## src/rtl/loader_pkg.sv

```systemverilog
// Shared definitions for the instruction-memory loader.
//   state_t        : loader session states
//   LEN_BYTES      : header length field size in bytes (little-endian N)
//   BYTES_PER_WORD : payload bytes assembled into one instruction word
//   CSUM_W         : width of the wrap-around payload checksum
//   csum_add       : modulo-2^CSUM_W accumulate of one payload byte
package loader_pkg;

  typedef enum logic [2:0] {
    IDLE = 3'd0,
    LEN0 = 3'd1,
    LEN1 = 3'd2,
    DATA = 3'd3,
    CSUM = 3'd4,
    ERR  = 3'd5
  } state_t;

  localparam int LEN_BYTES      = 2;
  localparam int BYTES_PER_WORD = 4;
  localparam int CSUM_W         = 8;

  // The sum simply wraps; carries out of the top bit are discarded.
  function automatic logic [CSUM_W-1:0] csum_add(input logic [CSUM_W-1:0] sum,
                                                 input logic [7:0]        data);
    return sum + CSUM_W'(data);
  endfunction

endpackage

```

## src/rtl/word_assembler.sv

```systemverilog
// Little-endian byte-to-word assembler.
// Collects BYTES_PER_WORD bytes into lanes (first byte -> bits 7:0). The last
// byte is not stored: it is forwarded straight into the top lane of 'word' so
// the complete word is available in the same cycle the final byte is taken.
// Ports:
//   clk, reset  : clock and synchronous active-high reset
//   clear       : restart lane counting (new session)
//   byte_en     : consume byte_data this cycle
//   byte_data   : incoming byte
//   word_ready  : high in the cycle the final byte of a word is consumed
//   word        : assembled word, valid while word_ready is high
module word_assembler
  import loader_pkg::*;
(
  input  logic                        clk,
  input  logic                        reset,
  input  logic                        clear,
  input  logic                        byte_en,
  input  logic [7:0]                  byte_data,
  output logic                        word_ready,
  output logic [8*BYTES_PER_WORD-1:0] word
);

  localparam int CNT_W = $clog2(BYTES_PER_WORD);

  logic [CNT_W-1:0] cnt_reg;
  logic [7:0]       lane_reg [BYTES_PER_WORD-1];

  // Counter wraps naturally from the last lane back to lane 0.
  always_ff @(posedge clk) begin
    if (reset || clear) begin
      cnt_reg <= '0;
    end else if (byte_en) begin
      cnt_reg <= cnt_reg + 1'b1;
    end
  end

  genvar gi;
  generate
    for (gi = 0; gi < BYTES_PER_WORD - 1; gi++) begin : g_lane
      always_ff @(posedge clk) begin
        if (reset || clear) begin
          lane_reg[gi] <= '0;
        end else if (byte_en && (cnt_reg == CNT_W'(gi))) begin
          lane_reg[gi] <= byte_data;
        end
      end
      assign word[gi*8 +: 8] = lane_reg[gi];
    end
  endgenerate

  assign word[8*BYTES_PER_WORD-1 -: 8] = byte_data;
  assign word_ready = byte_en && (cnt_reg == CNT_W'(BYTES_PER_WORD - 1));

endmodule

```

## src/rtl/imem_loader.sv

```systemverilog
// Instruction-memory loader: writer side of the core's instruction memory.
// Accepts a framed byte stream {N lo, N hi, 4*N payload bytes, checksum},
// writes each little-endian word to consecutive addresses from 0, and keeps
// the core held in reset for the whole session. A bad length or checksum
// leaves the core held with error raised until the next start.
// Ports:
//   clk, reset          : clock and synchronous active-high reset
//   start               : single-cycle session request (IDLE/ERR only)
//   byte_valid/byte_data: input byte stream
//   byte_ready          : a byte is accepted when byte_valid && byte_ready
//   wr_en/wr_addr/wr_data: instruction-memory write port (registered)
//   core_hold           : keeps the core in reset
//   busy                : session in progress
//   done                : one-cycle success pulse
//   error               : failure flag, held until the next start
module imem_loader
  import loader_pkg::*;
#(
  parameter int DEPTH  = 64,
  parameter int ADDR_W = 6
) (
  input  logic              clk,
  input  logic              reset,
  input  logic              start,
  input  logic              byte_valid,
  input  logic [7:0]        byte_data,
  output logic              byte_ready,
  output logic              wr_en,
  output logic [ADDR_W-1:0] wr_addr,
  output logic [31:0]       wr_data,
  output logic              core_hold,
  output logic              busy,
  output logic              done,
  output logic              error
);

  localparam int LEN_W = 8 * LEN_BYTES;

  state_t             state_reg, state_next;
  logic [LEN_W-1:0]   len_reg;
  logic [ADDR_W-1:0]  word_idx_reg;
  logic [CSUM_W-1:0]  sum_reg;
  logic               wr_en_reg;
  logic [ADDR_W-1:0]  wr_addr_reg;
  logic [31:0]        wr_data_reg;
  logic               done_reg;

  logic               accept;
  logic               start_ok;
  logic               payload_en;
  logic               word_ready;
  logic [31:0]        word;
  logic [LEN_W-1:0]   len_full;
  logic               len_bad;
  logic               last_word;
  logic               csum_match;

  assign byte_ready = (state_reg == LEN0) || (state_reg == LEN1) ||
                      (state_reg == DATA) || (state_reg == CSUM);
  assign accept     = byte_valid && byte_ready;
  assign start_ok   = start && ((state_reg == IDLE) || (state_reg == ERR));
  assign payload_en = accept && (state_reg == DATA);

  // Length as it will be once the high byte currently on the bus is latched.
  assign len_full   = {byte_data, len_reg[7:0]};
  assign len_bad    = (len_full == '0) || (len_full > LEN_W'(DEPTH));
  assign last_word  = (LEN_W'(word_idx_reg) == (len_reg - 1'b1));
  assign csum_match = (byte_data == sum_reg);

  word_assembler u_word_assembler (
    .clk        (clk),
    .reset      (reset),
    .clear      (start_ok),
    .byte_en    (payload_en),
    .byte_data  (byte_data),
    .word_ready (word_ready),
    .word       (word)
  );

  always_comb begin
    state_next = state_reg;
    case (state_reg)
      IDLE, ERR: if (start)  state_next = LEN0;
      LEN0:      if (accept) state_next = LEN1;
      LEN1:      if (accept) state_next = len_bad ? ERR : DATA;
      DATA:      if (word_ready && last_word) state_next = CSUM;
      CSUM:      if (accept) state_next = csum_match ? IDLE : ERR;
      default:   state_next = IDLE;
    endcase
  end

  always_ff @(posedge clk) begin
    if (reset) begin
      state_reg    <= IDLE;
      len_reg      <= '0;
      word_idx_reg <= '0;
      sum_reg      <= '0;
      wr_en_reg    <= 1'b0;
      wr_addr_reg  <= '0;
      wr_data_reg  <= '0;
      done_reg     <= 1'b0;
    end else begin
      state_reg <= state_next;
      wr_en_reg <= word_ready;
      done_reg  <= (state_reg == CSUM) && accept && csum_match;

      if (start_ok) begin
        word_idx_reg <= '0;
        sum_reg      <= '0;
      end

      if (accept && (state_reg == LEN0)) len_reg[7:0]       <= byte_data;
      if (accept && (state_reg == LEN1)) len_reg[LEN_W-1:8] <= byte_data;

      if (payload_en) sum_reg <= csum_add(sum_reg, byte_data);

      // Address/data only move on a write so they hold between strobes.
      if (word_ready) begin
        wr_addr_reg  <= word_idx_reg;
        wr_data_reg  <= word;
        word_idx_reg <= word_idx_reg + 1'b1;
      end
    end
  end

  assign wr_en     = wr_en_reg;
  assign wr_addr   = wr_addr_reg;
  assign wr_data   = wr_data_reg;
  assign done      = done_reg;
  assign busy      = byte_ready;
  assign core_hold = (state_reg != IDLE);
  assign error     = (state_reg == ERR);

endmodule
```

## config.mk

```make
export PLATFORM = sky130hd
export DESIGN_NAME = imem_loader
export DESIGN_NICKNAME = d
export VERILOG_FILES = /design/src/rtl/loader_pkg.sv /design/src/rtl/word_assembler.sv /design/src/rtl/imem_loader.sv
export SDC_FILE = /design/constraint.sdc
export NUM_CORES = 1
export LEC_CHECK = 0
export ABC_AREA = 1
export CORE_MARGIN = 1.5
export CORE_UTILIZATION = 50
export CTS_BUF_LIST = sky130_fd_sc_hd__clkbuf_4 sky130_fd_sc_hd__clkbuf_8
export DETAILED_ROUTE_END_ITERATION = 10
export GPL_TIMING_DRIVEN = 1
export HOLD_SLACK_MARGIN = 0.02
export PLACE_DENSITY = 0.82
export SLEW_MARGIN = 20
export SYNTH_ARGS = -nofsm -noshare
export SYNTH_HDL_FRONTEND = slang
export SYNTH_SLANG_ARGS = --single-unit
```

## constraint.sdc

```tcl
create_clock -name clk -period 2.25 [get_ports clk]
set_input_delay 0.45 -clock clk [delete_from_list [all_inputs] [get_ports clk]]
set_output_delay 0.45 -clock clk [all_outputs]
set_load 0.05 [all_outputs]
```

# Word level (Yosys, flattened, before mapping)
# Memory sizes are Yosys's and may differ from the RTL's. A register that Yosys moved wholly into a read port is not among the register bits.
# Cells that the tools add are included.
dict set report totals {
  register_bits 75
  ram_bits 24
  inputBits 12
  out_inout_bits 44
  wordCells 86
  n_memories 1
}
dict set report classes {
  add_sub_neg 4
  n_lt_le_gt_ge 1
  eq_ne 15
  mux 26
  n_bitwise 3
  reduce_logical 26
}
# name words width read_ports rd_ports_with_merged_regs write_ports line_no
set memory_table {}
lappend memory_table {u_word_assembler.lane_reg 3 8 3 3 3 word_assembler.sv:27} ;# logic [7:0] lane_reg [BYTES_PER_WORD-1];
# op count
set ops {}
lappend ops {{two-way mux 8 bit} 5}
lappend ops {{two-way mux 3 bit} 7}
lappend ops {{== test 6 x 16 -> 1 bit} 1}
lappend ops {{> comparator 16 x 7 -> 1 bit (second input constant)} 1}
lappend ops {{logical NOT 16 bit} 1}
lappend ops {{subtractor 16 x 1 -> 16 bit (second input constant)} 1}
lappend ops {{one-hot mux 3 bit (5 select lines)} 1}
lappend ops {{logical AND 1 bit} 12}
lappend ops {{two-way mux 6 bit} 2}
lappend ops {{two-way mux 1 bit} 11}
lappend ops {{adder 8 bit} 1}
lappend ops {{== test 8 bit} 1}
lappend ops {{!= test 2 bit (second input constant)} 4}
lappend ops {{adder 6 x 1 -> 6 bit (second input constant)} 1}
lappend ops {{== test 3 x 2 -> 1 bit (second input constant)} 2}
lappend ops {{== test 3 bit (second input constant)} 2}
lappend ops {{logical OR 1 bit} 6}
lappend ops {{AND reduction 5 bit} 1}
lappend ops {{== test 2 bit (second input constant)} 2}
lappend ops {{nonzero test 2 bit} 2}
lappend ops {{== test 3 x 1 -> 1 bit (second input constant)} 1}
lappend ops {{logical NOT 3 bit} 1}
lappend ops {{OR 1 bit} 3}
lappend ops {{nonzero test 3 bit} 1}
lappend ops {{5 further kinds} 5}

# Depth between registers and ports, before layout
# Gate-level depths: netlist of run 1.
dict set report depth {
  word_depth 11
  depth_mapped 15
}

# Modules after synthesis
# Synthesis of run 1 repeated with hierarchy kept, for this count alone.
dict set report hier_totals {
  hier_cells 631
  area_unflattened_um2 4753.3
}
# module n_inst cells_per_inst area_per_inst_um2 seq_area_each_um2
set modules_own_cells {}
lappend modules_own_cells {imem_loader 1 534 3614.7 1461.4}
lappend modules_own_cells {word_assembler 1 97 1138.6 760.7}

# Worst setup path before layout of run 1
# Ideal clock, no wire load.
dict set report synth_path {
  path_kind {in2reg}
  start {in byte_data[0]}
  end {reg sum_reg[6]}
  setup_time_ns 0.070
  arrival_ns 1.836
  required_time_ns 2.180
  slack_ns 0.344
  cell_stages 11
  path_cell_list {ha_1 > fa_1 > nand2_1 > nand2_1 > a21oi_1 > nor2_1 > o21ai_0 > nand2_1 > a21oi_1 > o21ai_0 > a21oi_1}
}
dict set report synth_via {
  elab_chain_cells 2
}
# element line_no
set synth_lines {}
lappend synth_lines {{start: declaration} imem_loader.sv:26} ;# input logic [7:0] byte_data,
lappend synth_lines {{adder 8 bit} loader_pkg.sv:25} ;# return sum + CSUM_W'(data);
lappend synth_lines {{two-way mux 8 bit} imem_loader.sv:115} ;# if (payload_en) sum_reg <= csum_add(sum_reg, byte_data);
lappend synth_lines {{end signal: assignment} imem_loader.sv:115}
lappend synth_lines {{end: declaration} imem_loader.sv:42} ;# logic [CSUM_W-1:0] sum_reg;
# No other way between the ends.
# A chain may end at the register's enable or synchronous reset.

# Final worst setup path of run 1
dict set report layout_path {
  start {in byte_data[1]}
  end {reg state_reg[2]}
}
dict set report layout_via {
  elab_chain_cells 5
  elab_cells_between_ends 9
}
# element line_no
set layout_lines {}
lappend layout_lines {{> comparator 16 x 7 -> 1 bit / logical NOT 16 bit (equally long branches)} imem_loader.sv:66} ;# assign len_bad = (len_full == '0) || (len_full > LEN_W'(DEPTH));
lappend layout_lines {{logical OR 1 bit} imem_loader.sv:66}
lappend layout_lines {{two-way mux 3 bit (2 in a row)} imem_loader.sv:85} ;# LEN1: if (accept) state_next = len_bad ? ERR : DATA;
lappend layout_lines {{one-hot mux 3 bit (5 select lines) (*)} imem_loader.sv:82} ;# case (state_reg)
lappend layout_lines {{end signal: assignment} imem_loader.sv:103} ;# state_reg <= state_next;
lappend layout_lines {{end: declaration} imem_loader.sv:39} ;# state_t state_reg, state_next;
# Every way passes the cells marked *; elsewhere a longest branch is shown, timed or not. The select of a mux whose other input is x is not followed.

==> results of run 1 <==
kinds of logic after synthesis:
logic type,Yosys count
DFF,99
AOI/OAI and AO/OA,127
buffers and inverters,81
xor gates and xnor gates,6
and+or+nand+nor,268
adders and majority gates,15
stage by stage:
step / power, mW / instance area (sq um)
finish: 5.26 / 5540
global route: 5.58 / 5540
CTS: 5.23 / 5510
detailed placement: 4.02 / 5310
global placement: 3.96 / 5310
floorplan: 3.57 / 4560
worst max path at each step:
stage	endpoint	slack (ns)	startpoint
floorplan	sum_reg[6]$_SDFFE_PP0P_	0.34	byte_data[0]
global placement	sum_reg[6]$_SDFFE_PP0P_	-0.20	byte_data[0]
detailed placement	sum_reg[6]$_SDFFE_PP0P_	-0.31	byte_data[0]
CTS	sum_reg[6]$_SDFFE_PP0P_	0.02	byte_data[0]
global route	state_reg[2]$_SDFFE_PP0P_	-0.05	byte_data[1]
finish	state_reg[2]$_SDFFE_PP0P_	0.13	byte_data[1]
area by class of cell:
cell class / instances / area share
well taps: 108 / 0.0244
clock inverters: 6 / 0.0129
inverters: 61 / 0.0413
repair buffers: 76 / 0.129
multi-input cells: 416 / 0.368
flip-flops and latches: 99 / 0.401
clock buffers: 10 / 0.0237
repair_timing:
| item | CTS | global route |
|---|---|---|
| buffers inserted | 0 | 1 |
| resized for setup | 0 | 8 |
| endpoints found under the setup margin | 0 | 3 |
cell usage after synthesis (all sizes together), types with 3 or more instances:
library cell | number | area (sq um)
nand4 | 5 | 31.3
nand2 | 95 | 372
a21oi | 52 | 260
inv | 60 | 225
edfxtp | 24 | 721
nand3 | 23 | 115
nor3 | 4 | 20.0
ha | 14 | 175
nor4 | 4 | 25.0
nor2 | 135 | 532
dfxtp | 75 | 1500
a211oi | 3 | 22.5
clkbuf | 9 | 33.8
xor2 | 4 | 35.0
o21ai | 66 | 330
buf | 11 | 56.3
power by group:
part	switching, mW	internal [mW]	total [mW]
Combinational	1.30	0.612	1.91
Clock	0.664	0.541	1.21
Sequential	0.122	2.02	2.14
Total	2.09	3.17	5.26
critical path, stage by stage:
cell             delay, ns
clkdlybuf4s50_1       0.48
ha_1                  0.36
nor4_2                0.28
nand4_1               0.18
and2_1                0.18
nor2_1                0.12
nand2_1               0.07
inv_1                 0.05
nand3_1               0.08
nand2_1               0.09
nor2_1                0.04
routing by layer:
| metal | GRT usage | up-vias | routed length [um] |
|---|---|---|---|
| met5 | 0 | - | 0 |
| li1 | - | 2077 | - |
| met2 | 0.377 | 165 | 5200 |
| met1 | 0.282 | 1916 | 4670 |
| met3 | 0.0560 | 16 | 776 |
| met4 | 0.0856 | 0 | 185 |
placed cells by master, fill, tap and decap left out, types with 23 or more instances in the layout:
cell type,n
dfxtp_1,75
inv_1,59
o21ai_0,63
nor2_1,128
nand3_1,23
nand2_1,90
clkdlybuf4s50_1,51
a21oi_1,51
buf_4,23
edfxtp_1,24
==> flow_summary.rst, run 1 <==
.. list-table::
   :header-rows: 1

   * - Metric
     - Value
   * - Fraction of registers with async set or reset after synthesis
     - 0
   * - Clock Sink Count
     - 99
   * - Period utilisation layout
     - 0.944
   * - Antenna violations before repair
     - 0
   * - Std cell rows
     - 34
   * - Min Tclk post-route
     - 2.12 ns
   * - End of the worst hold path
     - sum_reg[3]$_SDFFE_PP0P_
   * - Post-Synth Simple-Gate Area
     - 0.243
   * - Combined area of the multi-input logic cells
     - 2040 sq um
   * - Kind of start point of the critical path
     - input pin
   * - Cell at the root of the clock tree
     - clkbuf_8
   * - Largest fanout on the critical path
     - 3
   * - Number of flip-flops in the largest register
     - 32
   * - Count of boundary I/O pins
     - 56
   * - Via-to-Cell Ratio
     - 5.38
   * - # nets final
     - 690
   * - Run status
     - complete, no violations
   * - Number of buffers inserted during clock tree synthesis
     - 9
   * - Number of fillers in the final layout
     - 754
   * - TritonCTS clock tree
     - done
   * - Residual antenna-violating net count after detailed routing
     - 0
   * - Final critical-path setup slack
     - 0.125 ns
   * - Count of antenna diodes in the layout
     - 0
   * - Hold Buf Count CTS
     - 0
   * - First-pass GRT wire length
     - 17.7 mm
   * - Worst voltage drop across the vdd grid
     - 1.25 mV
   * - Die Footprint
     - 9700 sq um
   * - Synth warnings
     - 0
   * - Clock-pin transition on the worst setup and hold timing paths
     - 0.09 ns
   * - Slew at the pin with the worst max-slew slack
     - 0.557 ns
   * - Final standard cell count with taps included and fillers excluded
     - 776
   * - Sequential share of the synthesized area
     - 0.487
   * - Number of iterations in the first detailed-routing pass
     - 5
   * - Hold slack
     - 0.469 ns
   * - Instance count along the most critical hold path
     - 2
   * - Die outline height
     - 98.5 um
   * - Data required time of the critical path
     - 2.52 ns
   * - Sequential Area
     - 2220 sq um
   * - Leakage dissipation
     - 2.36 nW
   * - Main combinational cell family by area after synthesis
     - simple AND/OR/NAND/NOR gates
   * - Maximum level of the CTS H-tree
     - 3
   * - Adder-cell share of the synthesized area
     - 0.0428
   * - DIE WIDTH
     - 98.5 um
   * - DP HPWL
     - 7.45 mm
   * - Total Negative Setup Slacks
     - 0 ns
   * - Worst r2r path cells
     - 13
   * - Minimum setup slack after placement
     - -0.305 ns
   * - Flop and latch count out of synthesis
     - 99
   * - Crit end category
     - register
   * - Initial standard-cell utilization of the core
     - 0.520
   * - Slack of the worst reg-to-reg path
     - 0.19 ns
   * - Total standard cell area after synthesis
     - 4560 sq um
   * - Hold Vio Cnt, Final
     - 0
   * - Worst Clk Skew
     - 0.0107 ns
   * - Share of cell area taken by muxes after synthesis
     - 0
   * - Number of nets produced by synthesis
     - 623
   * - Critical path class
     - input pin to register
   * - Number of distinct library cells after synthesis
     - 35
   * - Peak Freq
     - 471 MHz
   * - Final Core Density
     - 0.633
   * - Launch point of the worst hold path
     - sum_reg[3]$_SDFFE_PP0P_
   * - Arrival time reported for the critical path endpoint
     - 2.40 ns
   * - GRT Util Overall
     - 0.225
   * - EDFF count, synth
     - 24
   * - Main flop type after synthesis
     - dfxtp_1
   * - Via count of the first global-routing pass
     - 3857
   * - Power Density
     - 948 nW/um^2
   * - Setup violators final
     - 0
   * - MaxCap Viol Count
     - 0
   * - Remaining max-slew budget at the tightest pin
     - 0.628
   * - Maximum number of pins on one net before global-route repair
     - 58
   * - Worst reg2reg startpoint
     - len_reg[0]$_SDFFE_PP0P_
   * - Compound-Gate Fraction of Synth Area
     - 0.145
   * - Capture point of the worst reg-to-reg path
     - state_reg[2]$_SDFFE_PP0P_
   * - Number of remaining DRC errors
     - 0
   * - Synthesized area per cell
     - 7.65 sq um
   * - Inst Count DP
     - 759
   * - Fraction of final layout cells with drive strength greater than 1
     - 0.0868
   * - Number of standard cells after synthesis
     - 596
   * - Aggregate global routing overflow
     - 0
   * - Wire per inst
     - 14.0 um
   * - DRT Wirelength
     - 10.8 mm
   * - Count of input and output buffers
     - 55
   * - Number of pins with negative max-slew slack in the final report
     - 0
   * - Synthesized-area fraction occupied by xor and xnor cells
     - 0.0115
   * - Core area
     - 8760 sq um
   * - Layout Area Growth over Synthesis
     - 21.6%
   * - Initial DRC Count
     - 270
   * - Skew-Pair Late Insertion Delay
     - 0.38 ns
   * - CTS max path bufs
     - 2
   * - Hold/Removal Path Class
     - register to register
   * - Weighted congestion at the end of routability-driven global placement
     - 0.899
   * - Vias
     - 4174
Power figures use the tool's default switching activity.
==> inputs of run 2 (changes only) <==
--- a/config.mk
+++ b/config.mk
@@ -6,6 +6,7 @@
 export NUM_CORES = 1
 export LEC_CHECK = 0
 export ABC_AREA = 1
+export CORE_ASPECT_RATIO = 1.2
 export CORE_MARGIN = 1.5
 export CORE_UTILIZATION = 50
 export CTS_BUF_LIST = sky130_fd_sc_hd__clkbuf_4 sky130_fd_sc_hd__clkbuf_8
==> run 2 against run 1 <==
Effect of this change:
- critical path depth is 2 lower
- sequential share of layout area is 0.20 points lower
- fmax is 0.69% lower
- first-iteration DRC count is 13% lower
- clock skew hardly changed
- wire length is 1.7% lower
- critical path type unchanged
- largest power group unchanged
==> flow_summary.rst, run 2 (synthesis gave the netlist of run 1 again) <==
.. list-table::
   :header-rows: 1

   * - Metric
     - Value
   * - Run status
     - complete, no violations
   * - Count of input and output buffers
     - 55
   * - Hold Buf Count CTS
     - 0
   * - DP HPWL
     - 7.69 mm
   * - Maximum level of the CTS H-tree
     - 3
   * - Data required time of the critical path
     - 2.53 ns
   * - Via-to-Cell Ratio
     - 5.28
   * - CP bufs+invs
     - 2
   * - Initial DRC Count
     - 236
   * - Min Tclk post-route
     - 2.14 ns
   * - Clock Sink Count
     - 99
   * - Layout Area Growth over Synthesis
     - 22.2%
   * - Die outline height
     - 108 um
   * - Maximum number of pins on one net before global-route repair
     - 36
   * - Residual antenna-violating net count after detailed routing
     - 0
   * - Number of gates given a new drive strength after cts
     - 0
   * - Count of antenna diodes in the layout
     - 0
   * - Highest-delay cell along the critical path
     - clkdlybuf4s50_1
   * - Kind of cell adding the most delay to the critical path
     - simple AND/OR/NAND/NOR gates
   * - Worst Clk Skew
     - 0.0107 ns
   * - Antenna violations before repair
     - 0
   * - Weighted congestion at the end of routability-driven global placement
     - 0.929
   * - Clock-pin transition on the worst setup and hold timing paths
     - 0.09 ns
   * - Worst voltage drop across the vdd grid
     - 0.974 mV
   * - MaxCap Viol Count
     - 0
   * - Maximum single-stage delay on the critical path
     - 0.49 ns
   * - First-pass GRT wire length
     - 17.2 mm
   * - Number of pins with negative max-slew slack in the final report
     - 0
   * - Leakage dissipation
     - 2.37 nW
   * - Vias
     - 4180
   * - Total Negative Setup Slacks
     - 0 ns
   * - Top library cells by usage in the layout, fill and taps aside
     - nor2_1, nand2_1, dfxtp_1, o21ai_0, inv_1
   * - TritonCTS clock tree
     - done
   * - Most common cell after layout, fill and taps aside
     - nor2_1
   * - Number of iterations in the first detailed-routing pass
     - 7
   * - Period utilisation layout
     - 0.951
   * - GRT Util Overall
     - 0.222
   * - Slew at the pin with the worst max-slew slack
     - 0.580 ns
   * - Arrival time reported for the critical path endpoint
     - 2.42 ns
   * - Fraction of final layout cells with drive strength greater than 1
     - 0.0849
   * - Peak Freq
     - 467 MHz
   * - Hold Vio Cnt, Final
     - 0
   * - Number of flip-flops in the largest register
     - 32
   * - Setup violators final
     - 0
   * - Cell at the root of the clock tree
     - clkbuf_8
   * - Wire per inst
     - 13.5 um
   * - Power after layout
     - 5.16 mW
   * - Kind of start point of the critical path
     - input pin
   * - Initial standard-cell utilization of the core
     - 0.510
   * - Number of remaining DRC errors
     - 0
   * - Power Density
     - 926 nW/um^2
   * - Number of buffers inserted during clock tree synthesis
     - 9
   * - Std cell rows
     - 38
   * - Number of buffers inserted to repair setup after CTS
     - 0
   * - Core area
     - 8940 sq um
   * - Skew-Pair Late Insertion Delay
     - 0.37 ns
   * - Number of fillers in the final layout
     - 827
   * - # nets final
     - 693
   * - Count of boundary I/O pins
     - 56
   * - Critical path class
     - input pin to register
   * - Die Footprint
     - 9710 sq um
   * - DRT Wirelength
     - 10.7 mm
   * - Final Core Density
     - 0.623
   * - Area of all placed cells without fillers
     - 5570 sq um
   * - Crit end category
     - register
   * - Hold/Removal Path Class
     - register to register
   * - DIE WIDTH
     - 90.2 um
   * - Remaining max-slew budget at the tightest pin
     - 0.613
   * - Slack of the worst reg-to-reg path
     - 0.25 ns
   * - Aggregate global routing overflow
     - 0
   * - Placed standard-cell area
     - 5360 sq um
   * - Largest fanout on the critical path
     - 3
   * - CTS max path bufs
     - 2
   * - Ordered list of cells on the worst path
     - clkdlybuf4s50_1, ha_1, nor4_2, nand4_1, and2_1, nor3_1, nand3_1, nand2_1, inv_1
   * - Via count of the first global-routing pass
     - 3891
## run 2: cell count changes in the layout (fill, tap and decap cells not counted), sizes merged
cell | before | now
buf | 24 | 27
## run 2: through the flow
stage          std cells  hold WS, ns  worst slack, ns
2_1_floorplan        596        0.445            0.344
3_3_place_gp         775        0.452           -0.180
3_5_place_dp         775        0.459           -0.287
4_1_cts              791        0.473           0.0420
5_1_grt              791        0.488          -0.0404
6_report             791        0.470            0.110
## run 2: area by class of cell
class / count / area, sq um / share of cell area
Clock buffer: 10 / 131 / 0.0236
Clock inverter: 6 / 71.3 / 0.0128
Inverter: 61 / 229 / 0.0411
Multi-Input combinational cell: 416 / 2030 / 0.364
Sequential cell: 99 / 2220 / 0.399
Tap cell: 120 / 150 / 0.0269
Timing Repair Buffer: 79 / 738 / 0.132
## run 2: worst paths after layout
path | end | startpoint | depth (start not counted)
worst max-delay path | state_reg[0]$_SDFFE_PP0P_ | byte_data[1] | 9
worst min-delay path | sum_reg[3]$_SDFFE_PP0P_ | sum_reg[3]$_SDFFE_PP0P_ | 2
worst max register to register | state_reg[2]$_SDFFE_PP0P_ | len_reg[0]$_SDFFE_PP0P_ | 14
worst min register to register | sum_reg[3]$_SDFFE_PP0P_ | sum_reg[3]$_SDFFE_PP0P_ | 2
## run 2: worst register-to-register path, stage by stage, from the launching register on
cell and delay, ns:
dfxtp_1 0.38, inv_1 0.11, ha_1 0.24, nand2_1 0.21, inv_1 0.09, nand3_1 0.07, nand2_1 0.06, nor2_1 0.10
nand3_1 0.09, nor2_1 0.14, nand3_1 0.10, nand2_2 0.11, nand3_1 0.08, nand2_1 0.09, nor2_1 0.04
## run 2: power by group
part,total [mW],switching [mW],leakage [nW],internal (mW)
Clock,1.17,0.627,0.103,0.540
Combinational,1.86,1.25,1.41,0.605
Sequential,2.14,0.121,0.864,2.02
Total,5.16,2.00,2.37,3.16
## run 2: per-layer routing
layer,vias to the layer above,part of all wire,global-route usage
li1,2085,-,-
met1,1910,0.41,0.256
met2,155,0.50,0.396
met3,30,0.057,0.0388
met4,0,0.030,0.110
met5,-,0,0
